[config.mk]
export PLATFORM = sky130hd
export DESIGN_NAME = imem_port_arbiter
export DESIGN_NICKNAME = d
export VERILOG_FILES = /design/src/rtl/imem_pkg.sv /design/src/rtl/imem_wait_counter.sv /design/src/rtl/imem_port_arbiter.sv
export SDC_FILE = /design/constraint.sdc
export NUM_CORES = 1
export LEC_CHECK = 0
export ABC_AREA = 1
export CAP_MARGIN = 40
export CORE_UTILIZATION = 25
export CTS_BUF_LIST = sky130_fd_sc_hd__clkbuf_8
export CTS_CLUSTER_DIAMETER = 150
export DETAILED_ROUTE_END_ITERATION = 16
export PLACE_DENSITY = 0.76
export SYNTH_ARGS = -nofsm -noshare
export SYNTH_HDL_FRONTEND = slang
export SYNTH_SLANG_ARGS = --single-unit
export TNS_END_PERCENT = 100
[constraint.sdc]
create_clock -name clk -period 2 [get_ports clk]
set_input_delay 0.4 -clock clk [delete_from_list [all_inputs] [get_ports clk]]
set_output_delay 0.4 -clock clk [all_outputs]
set_load 0.02 [all_outputs]
[src/rtl/imem_pkg.sv]
// imem_pkg: shared types and default sizes for the instruction memory port arbiter.
// Used by imem_port_arbiter and imem_wait_counter.
package imem_pkg;

    localparam int ADDR_W_DEF   = 12;
    localparam int DATA_W_DEF   = 19;
    localparam int MAX_WAIT_DEF = 4;
    localparam int STAT_W       = 16;

    typedef enum logic [1:0] {
        IDLE  = 2'd0,
        FETCH = 2'd1,
        LOAD  = 2'd2,
        BURST = 2'd3
    } arb_state_t;

    typedef enum logic {
        OWN_FETCH = 1'b0,
        OWN_LOAD  = 1'b1
    } owner_t;

endpackage

[src/rtl/imem_wait_counter.sv]
// imem_wait_counter: counts consecutive denied cycles of one requester, saturating at MAX_WAIT.
// at_max flags that the requester is owed a forced grant.
module imem_wait_counter
    import imem_pkg::*;
#(
    parameter int MAX_WAIT = MAX_WAIT_DEF
) (
    input  logic clk,
    input  logic rst,
    input  logic req,
    input  logic gnt,
    output logic at_max
);

    localparam int CW = $clog2(MAX_WAIT + 1);
    localparam logic [CW-1:0] MAXV = CW'(MAX_WAIT);

    logic [CW-1:0] cnt;

    always_ff @(posedge clk) begin
        if (rst) begin
            cnt <= '0;
        end else if (!req || gnt) begin
            cnt <= '0;
        end else if (cnt != MAXV) begin
            cnt <= cnt + CW'(1);
        end
    end

    assign at_max = (cnt == MAXV);

endmodule

[src/rtl/imem_port_arbiter.sv]
// imem_port_arbiter: per-cycle arbiter sharing the instruction memory between fetch and loader.
// Define IMEM_ARB_STATS_EN to add the stat_conflicts / stat_forced counters.
module imem_port_arbiter
    import imem_pkg::*;
#(
    parameter int ADDR_W   = ADDR_W_DEF,
    parameter int DATA_W   = DATA_W_DEF,
    parameter int MAX_WAIT = MAX_WAIT_DEF
) (
    input  logic              clk,
    input  logic              rst,
    input  logic              fetch_req,
    input  logic [ADDR_W-1:0] fetch_addr,
    output logic              fetch_gnt,
    output logic              fetch_valid,
    output logic [DATA_W-1:0] fetch_data,
    input  logic              load_req,
    input  logic              load_we,
    input  logic              load_lock,
    input  logic [ADDR_W-1:0] load_addr,
    input  logic [DATA_W-1:0] load_wdata,
    output logic              load_gnt,
    output logic              load_valid,
    output logic [DATA_W-1:0] load_rdata,
    output logic [ADDR_W-1:0] mem_addr,
    output logic              mem_we,
    output logic [DATA_W-1:0] mem_wdata,
`ifdef IMEM_ARB_STATS_EN
    output logic [STAT_W-1:0] stat_conflicts,
    output logic [STAT_W-1:0] stat_forced,
`endif
    input  logic [DATA_W-1:0] mem_rdata
);

    arb_state_t state_q, state_d;
    owner_t     rr_last_q, rr_last_d;
    owner_t     owner_q;
    logic       valid_q;
    logic       we_q;
    logic       f_max, l_max;
    logic       gnt_f, gnt_l, forced;

    imem_wait_counter #(.MAX_WAIT(MAX_WAIT)) u_wait_fetch (
        .clk    (clk),
        .rst    (rst),
        .req    (fetch_req),
        .gnt    (gnt_f),
        .at_max (f_max)
    );

    imem_wait_counter #(.MAX_WAIT(MAX_WAIT)) u_wait_load (
        .clk    (clk),
        .rst    (rst),
        .req    (load_req),
        .gnt    (gnt_l),
        .at_max (l_max)
    );

    // Starvation relief outranks burst ownership and round-robin.
    always_comb begin
        gnt_f  = 1'b0;
        gnt_l  = 1'b0;
        forced = 1'b0;
        if (fetch_req && f_max) begin
            gnt_f  = 1'b1;
            forced = 1'b1;
        end else if (load_req && l_max) begin
            gnt_l  = 1'b1;
            forced = 1'b1;
        end else if (state_q == BURST && load_lock && load_req) begin
            gnt_l = 1'b1;
        end else if (fetch_req && load_req) begin
            if (rr_last_q == OWN_LOAD) begin
                gnt_f = 1'b1;
            end else begin
                gnt_l = 1'b1;
            end
        end else if (fetch_req) begin
            gnt_f = 1'b1;
        end else if (load_req) begin
            gnt_l = 1'b1;
        end
        if (rst) begin
            gnt_f  = 1'b0;
            gnt_l  = 1'b0;
            forced = 1'b0;
        end
    end

    always_comb begin
        state_d   = IDLE;
        rr_last_d = rr_last_q;
        if (gnt_f) begin
            state_d   = FETCH;
            rr_last_d = OWN_FETCH;
        end else if (gnt_l) begin
            state_d   = load_lock ? BURST : LOAD;
            rr_last_d = OWN_LOAD;
        end
    end

    always_ff @(posedge clk) begin
        if (rst) begin
            state_q   <= IDLE;
            rr_last_q <= OWN_LOAD;
            owner_q   <= OWN_FETCH;
            valid_q   <= 1'b0;
            we_q      <= 1'b0;
        end else begin
            state_q   <= state_d;
            rr_last_q <= rr_last_d;
            owner_q   <= gnt_l ? OWN_LOAD : OWN_FETCH;
            valid_q   <= gnt_f | gnt_l;
            we_q      <= gnt_l & load_we;
        end
    end

    always_comb begin
        fetch_gnt   = gnt_f;
        load_gnt    = gnt_l;
        mem_addr    = '0;
        if (gnt_f) begin
            mem_addr = fetch_addr;
        end else if (gnt_l) begin
            mem_addr = load_addr;
        end
        mem_we      = gnt_l & load_we;
        mem_wdata   = (gnt_l & load_we) ? load_wdata : '0;
        fetch_valid = valid_q && (owner_q == OWN_FETCH) && !rst;
        load_valid  = valid_q && (owner_q == OWN_LOAD) && !rst;
        fetch_data  = fetch_valid ? mem_rdata : '0;
        // A write ack carries no data.
        load_rdata  = (load_valid && !we_q) ? mem_rdata : '0;
    end

`ifdef IMEM_ARB_STATS_EN
    logic [STAT_W-1:0] conf_q, forced_q;

    always_ff @(posedge clk) begin
        if (rst) begin
            conf_q   <= '0;
            forced_q <= '0;
        end else begin
            if (fetch_req && load_req && conf_q != '1) begin
                conf_q <= conf_q + STAT_W'(1);
            end
            if (forced && forced_q != '1) begin
                forced_q <= forced_q + STAT_W'(1);
            end
        end
    end

    assign stat_conflicts = rst ? '0 : conf_q;
    assign stat_forced    = rst ? '0 : forced_q;
`endif

endmodule

Word-level counts from Yosys, hierarchy flattened
Index checks and enable logic that the tools add are counted.

Add/subtract/negate cells: 2. Multiply operators: 0. Divide/modulo/power cells: 0. $lt $le $gt $ge: 0. Equality and inequality tests: 5. Shift operators: 0. Muxes and demuxes: 26. Bitwise gates (word level): 4. Reductions and logical operators: 20.

Operator list (count): 19-bit 2-to-1 mux (3); 12-bit 2-to-1 mux (2); 1-bit 2-to-1 mux (21); 1-bit logical AND (10); 3-bit by 1-bit adder with 3-bit output, second input constant (2); 3-bit == test, second input constant (2); 3-bit inequality test, second input constant (2); 1-bit zero test (4); 2-bit OR reduction (2); 3-bit OR reduction (1); 2-bit == test, second input constant (1); 1-bit logical OR (2); 1-bit inverter (2); 2-bit nonzero test (1); 1-bit AND (1); 1-bit bitwise OR (1).

Flip-flop bits (word level): 12. Latch bits: 0. Bits in writable memories: 0. Bits in read-only memories: 0. Output and inout port bits: 74. Memories kept: 0.

Longest topological paths before layout
Depth in word-level cells: 9. Gate-level depth with buffers: 10. Mapped depth without buffers: 10.

Modules after synthesis
A second synthesis with hierarchy kept.

Cell total of the unflattened synthesis: 242. Area, all modules: 1333.8 µm².

Modules (own cells, without submodules): imem_port_arbiter (times used 1, cells each 186, area an instance 970.9 µm², sequential area each 120.1 µm²); imem_wait_counter (times used 2, cells each 28, area an instance 181.4 µm², sequential area each 60.1 µm²).

Worst setup path before layout
OpenSTA, ideal clock, no wires.

Kind: in2out. Start: input rst. End: output load_rdata[10]. Data arrival time: 1.438 ns. Required time: 1.600 ns. Setup slack: 0.162 ns. Cell stages on the path: 4. Buffers on the path: 1. Path through: nor2_1 nand2_2 buf_2 nor2_1.

Word-level cells in the longest chain between the ends: 4.

Ends and longest elaborated chain: start: declaration (RTL line imem_port_arbiter.sv:11) `input logic rst,`; 1-bit zero test (RTL line imem_port_arbiter.sv:130) `load_valid = valid_q && (owner_q == OWN_LOAD) && !rst;`; 1-bit logical AND (RTL line imem_port_arbiter.sv:130); 1-bit logical AND (RTL line imem_port_arbiter.sv:133) `load_rdata = (load_valid && !we_q) ? mem_rdata : '0;`; 19-bit 2-to-1 mux (RTL line imem_port_arbiter.sv:133); end: declaration (RTL line imem_port_arbiter.sv:24) `output logic [DATA_W-1:0] load_rdata,`.

Every way passes these cells.

Worst setup path in the final report
Start: register u_wait_load.cnt[1]. End: output mem_wdata[0].

Word-level cells in the longest chain between the ends: 7.

Ends and longest elaborated chain: start: declaration (RTL line imem_wait_counter.sv:18) `logic [CW-1:0] cnt;`; start signal: assignment (RTL line imem_wait_counter.sv:26) `cnt <= cnt + CW'(1);`; 3-bit == test (RTL line imem_wait_counter.sv:30) `assign at_max = (cnt == MAXV);`; 1-bit logical AND (RTL line imem_port_arbiter.sv:67) `end else if (load_req && l_max) begin`; 1-bit 2-to-1 mux (RTL line imem_port_arbiter.sv:67); 1-bit 2-to-1 mux (RTL line imem_port_arbiter.sv:64) `if (fetch_req && f_max) begin`; 1-bit 2-to-1 mux (RTL line imem_port_arbiter.sv:83) `if (rst) begin`; 1-bit AND (RTL line imem_port_arbiter.sv:128) `mem_wdata = (gnt_l & load_we) ? load_wdata : '0;`; 19-bit 2-to-1 mux (RTL line imem_port_arbiter.sv:128); end: declaration (RTL line imem_port_arbiter.sv:27) `output logic [DATA_W-1:0] mem_wdata,`.

Every way passes these cells.

==> PnR_summary.wiki <==
{| class="wikitable"
! Metric !! Value
|-
| Detail Route Antenna Nets || 0
|-
| Area of the die || 0.00530 sq mm
|-
| Critical path cell sequence || inv_2 -> ha_4 -> nand2_2 -> nand2_2 -> nand2_2 -> nand2_4 -> nand4_4 -> buf_12 -> buf_16 -> nor2_4 -> buf_6
|-
| Starting Density || 0.262
|-
| Simple-gate share of the synthesized area || 0.510
|-
| Share of final-layout standard cells stronger than drive strength 1 || 0.320
|-
| Largest stage delay on the critical path || 0.32 ns
|-
| Launch instance of the worst min-delay path || rr_last_q
|-
| Number of flops mapped to enable cells by yosys || 0
|-
| Unrepaired setup endpoints after global routing || true
|-
| Height of the die || 72.8 um
|-
| DRC || 0
|-
| Detailed-route wire length || 5.37 mm
|-
| Number of H-tree branching levels || 1
|-
| IR Drop Worst-Case VDD || 0.352 mV
|-
| Net count of the mapped netlist || 294
|-
| Power Density || 324 mW/mm^2
|-
| Endpoint type of the worst setup path || output port
|-
| Flop pwr share || 0.246
|-
| Cell type contributing the most total cell area after synthesis || dfxtp_1
|-
| Synth Flop Type || dfxtp_1
|-
| Clock tree from TritonCTS || built
|-
| GPL Wtd Cong || 0.861
|-
| Failing checks || setup timing
|-
| Count of buffers from port buffering || 141
|-
| Core region area || 0.00479 sq mm
|-
| Clock insertion delay at the later pin of the skew report || 0.24 ns
|-
| Post-place setup slack || -0.622 ns
|-
| Number of DRC markers after the initial detailed-route iteration || 46
|-
| Area growth, synth to finish || 158%
|-
| Total number of yosys warnings || 0
|-
| PnR worst setup slack || -0.0814 ns
|-
| Number of buffers between clock root and the deepest sink || 2
|-
| Total of flip-flops plus latches after synthesis || 12
|-
| Number of rows created at floorplan || 25
|-
| Total power of the final layout || 1.05 mW
|-
| Clock sink count || 12
|-
| Delay-heaviest family, CP || buffers and inverters
|-
| First element of the critical path || u_wait_load.cnt[1]
|-
| Share of total power in combinational logic || 0.500
|-
| Clock slew seen by the registers of the worst setup and hold paths || 0.05 ns
|-
| Synthesized-area fraction occupied by xor and xnor cells || 0.0140
|-
| Relative contribution of the clock network to total power || 0.253
|-
| Critical Path AT || 1.68 ns
|-
| Synthesized instance count || 222
|-
| Run status || complete, but fails checks
|-
| Clock root cell || clkbuf_8
|-
| Antenna diodes || 0
|-
| Cell with the most instances on the worst path || nand2_2
|-
| Number of antenna violations at the first check in global routing || 0
|-
| Internal power || 0.707 mW
|-
| Clk_skew || 0.00572 ns
|-
| Synth Area in Adders || 0.0399
|-
| Net switching component of the power || 0.338 mW
|-
| Commonest cells in the netlist || inv_1 (58), nor2_1 (49), nand2_1 (26)
|-
| Total Routing Usage GR || 0.178
|-
| Critical Path Start Type || flip-flop
|-
| Timing-limited maximum frequency || 480 MHz
|-
| Average size of a mapped cell || 5.65 sq um
|-
| # IOs || 142
|-
| Transition at the pin with the smallest max-transition slack || 0.298 ns
|-
| Hpwl dp || 3.79 mm
|-
| Routed via count || 1979
|-
| Max transition margin || 0.801
|-
| Count of buffer and inverter cells on the critical path || 4
|-
| Leading post-synthesis cells by cell area || dfxtp_1 (19%), inv_1 (17%), nor2_1 (15%), nor2_2 (8.5%), nand2_1 (7.8%)
|-
| Post-synthesis mux area share || 0
|-
| Final net count || 461
|-
| Reported max-cap violation count || 0
|-
| Cell area after synthesis || 0.00125 sq mm
|-
| Share of the clock period used by the worst path || 1.04
|-
| Global-route wire length before repair || 7.44 mm
|-
| Final Max Tran Viols || 0
|-
| Main combinational cell family by area after synthesis || simple AND/OR/NAND/NOR gates
|-
| Area fraction of the dominant cell type after synthesis || 0.192
|-
| Final Hold Vio Count || 0
|-
| Yosys cell types || 21
|-
| Synthesized-area fraction occupied by ao, oa, aoi and oai cells || 0.0200
|-
| Sequential cell area fraction in the yosys report || 0.192
|-
| Wire length per cell || 11.8 um
|-
| Via-per-instance ratio || 4.35
|-
| Drt first pass iters || 4
|-
| Worst Path Required || 1.60 ns
|-
| Crit Reg-Reg Startpoint || u_wait_load.cnt[1]
|-
| CTS Buf Count || 3
|-
| Sw Share || 0.324
|-
| Setup-failing EPs final || 21
|-
| Path type of the worst min-delay path || flip-flop to flip-flop
|-
| Horiz. Die Dim || 72.8 um
|-
| Tmin final || 2.08 ns
|-
| Via count of the first global-routing pass || 1799
|-
| Hold-fix buffers, CTS || 0
|-
| Maximum number of pins on one net before global-route repair || 20
|-
| Post-synthesis async set-or-reset flop share || 0
|-
| Static leakage || 1.67 nW
|-
| Largest fanout on the critical path || 5
|-
| Final global-route overflow total || 0
|-
| Slowest-stage cell, CP || dfxtp_2
|-
| Kind of critical path || flip-flop to output port
|-
| Most repeated cell in the gate-level netlist after synthesis || inv_1
|}
-- layout make-up --
cell class,count,area [sq um]
fill,411,1560
timing repair buffer,171,1720
tap,67,83.8
multi-input combinational,142,908
clock buffer,4,55.1
sequential,12,243
inverter,59,224
-- worst reg2reg max path, cell delays in order (launching register included) --
cell and delay (ns):
dfxtp_2 0.33, inv_2 0.05, ha_4 0.15, nand2_2 0.06, buf_4 0.12, nand3_4 0.08
nand3_4 0.11, clkbuf_16 0.16, nand2_2 0.05, buf_4 0.14, nand2_1 0.06, inv_1 0.04
-- repair_timing --
item	in CTS	in global routing
setup buffers	3	3
pin swaps	5	5
resized for setup	243	93
endpoints found under the setup margin	74	61
cloned	3	1
-- worst paths after layout --
path / end / slack, ns / cells past startpoint
max: mem_wdata[0] / -0.08 / 11
min: rr_last_q / 0.55 / 4
max reg2reg: rr_last_q / 0.55 / 11
min reg2reg: rr_last_q / 0.55 / 4
-- cell usage in the layout (no fill, tap or decap), types with 2 or more instances in the layout --
cell type	instances
clkdlybuf4s50_1	63
inv_1	54
nor2_1	47
buf_6	31
nand2_1	23
buf_4	23
nor2_4	19
clkbuf_2	16
clkdlybuf4s15_1	16
nand3_1	15
nand4_1	14
dlygate4sd2_1	12
dfxtp_1	10
buf_12	5
inv_2	4
nand2_2	4
o21ai_0	4
clkbuf_8	4
nand3_4	3
buf_16	3
nand2_4	2
xor2_1	2
ha_4	2
ha_1	2
dfxtp_2	2
-- sequential cells by signal (all words and copies together) (netlist names) --
| name | cells |
|---|---|
| owner_q | 1 |
| state_q | 2 |
| valid_q | 1 |
| u_wait_fetch.cnt | 3 |
| we_q | 1 |
| u_wait_load.cnt | 3 |
| rr_last_q | 1 |
-- stage by stage --
| step | cell area [sq um] | util | setup TNS [ns] | std cells | hold WS, ns |
|---|---|---|---|---|---|
| final | 3230 | 0.675 | -1.27 | 455 | 0.545 |
| after global routing | 3230 | 0.675 | -3.25 | 455 | 0.591 |
| after floorplan | 1250 | - | 0 | 222 | 0.491 |
| after CTS | 3020 | 0.631 | -1.87 | 451 | 0.541 |
| after global placement | 2880 | 0.601 | -38.97 | 441 | 0.509 |
| after detailed placement | 2880 | 0.601 | -39.63 | 441 | 0.526 |
-- power by group through the flow --
stage | logic, mW | clock network (mW) | registers, mW
5_1_grt | 0.560 | 0.286 | 0.259
3_5_place_dp | 0.462 | 0 | 0.262
2_1_floorplan | 0.184 | 0 | 0.260
4_1_cts | 0.464 | 0.273 | 0.257
3_3_place_gp | 0.458 | 0 | 0.261
6_report | 0.523 | 0.265 | 0.258
-- kinds of logic (layout without fill, tap and decap cells) --
logic type	Yosys count	after routing
AOI/OAI and AO/OA	5	5
xor gates and xnor gates	2	2
adders and majority gates	4	4
buffers and inverters	68	234
DFF	12	12
and+or+nand+nor	131	131
-- per-layer routing --
| metal | track usage | vias to the layer above | routed length, um |
|---|---|---|---|
| met4 | 0.0545 | 0 | 91 |
| met2 | 0.368 | 107 | 2880 |
| met1 | 0.168 | 866 | 1950 |
| met5 | 0 | - | 0 |
| met3 | 0.0442 | 11 | 444 |
| li1 | - | 995 | - |
Note: power is estimated with default switching activity, not from simulation.
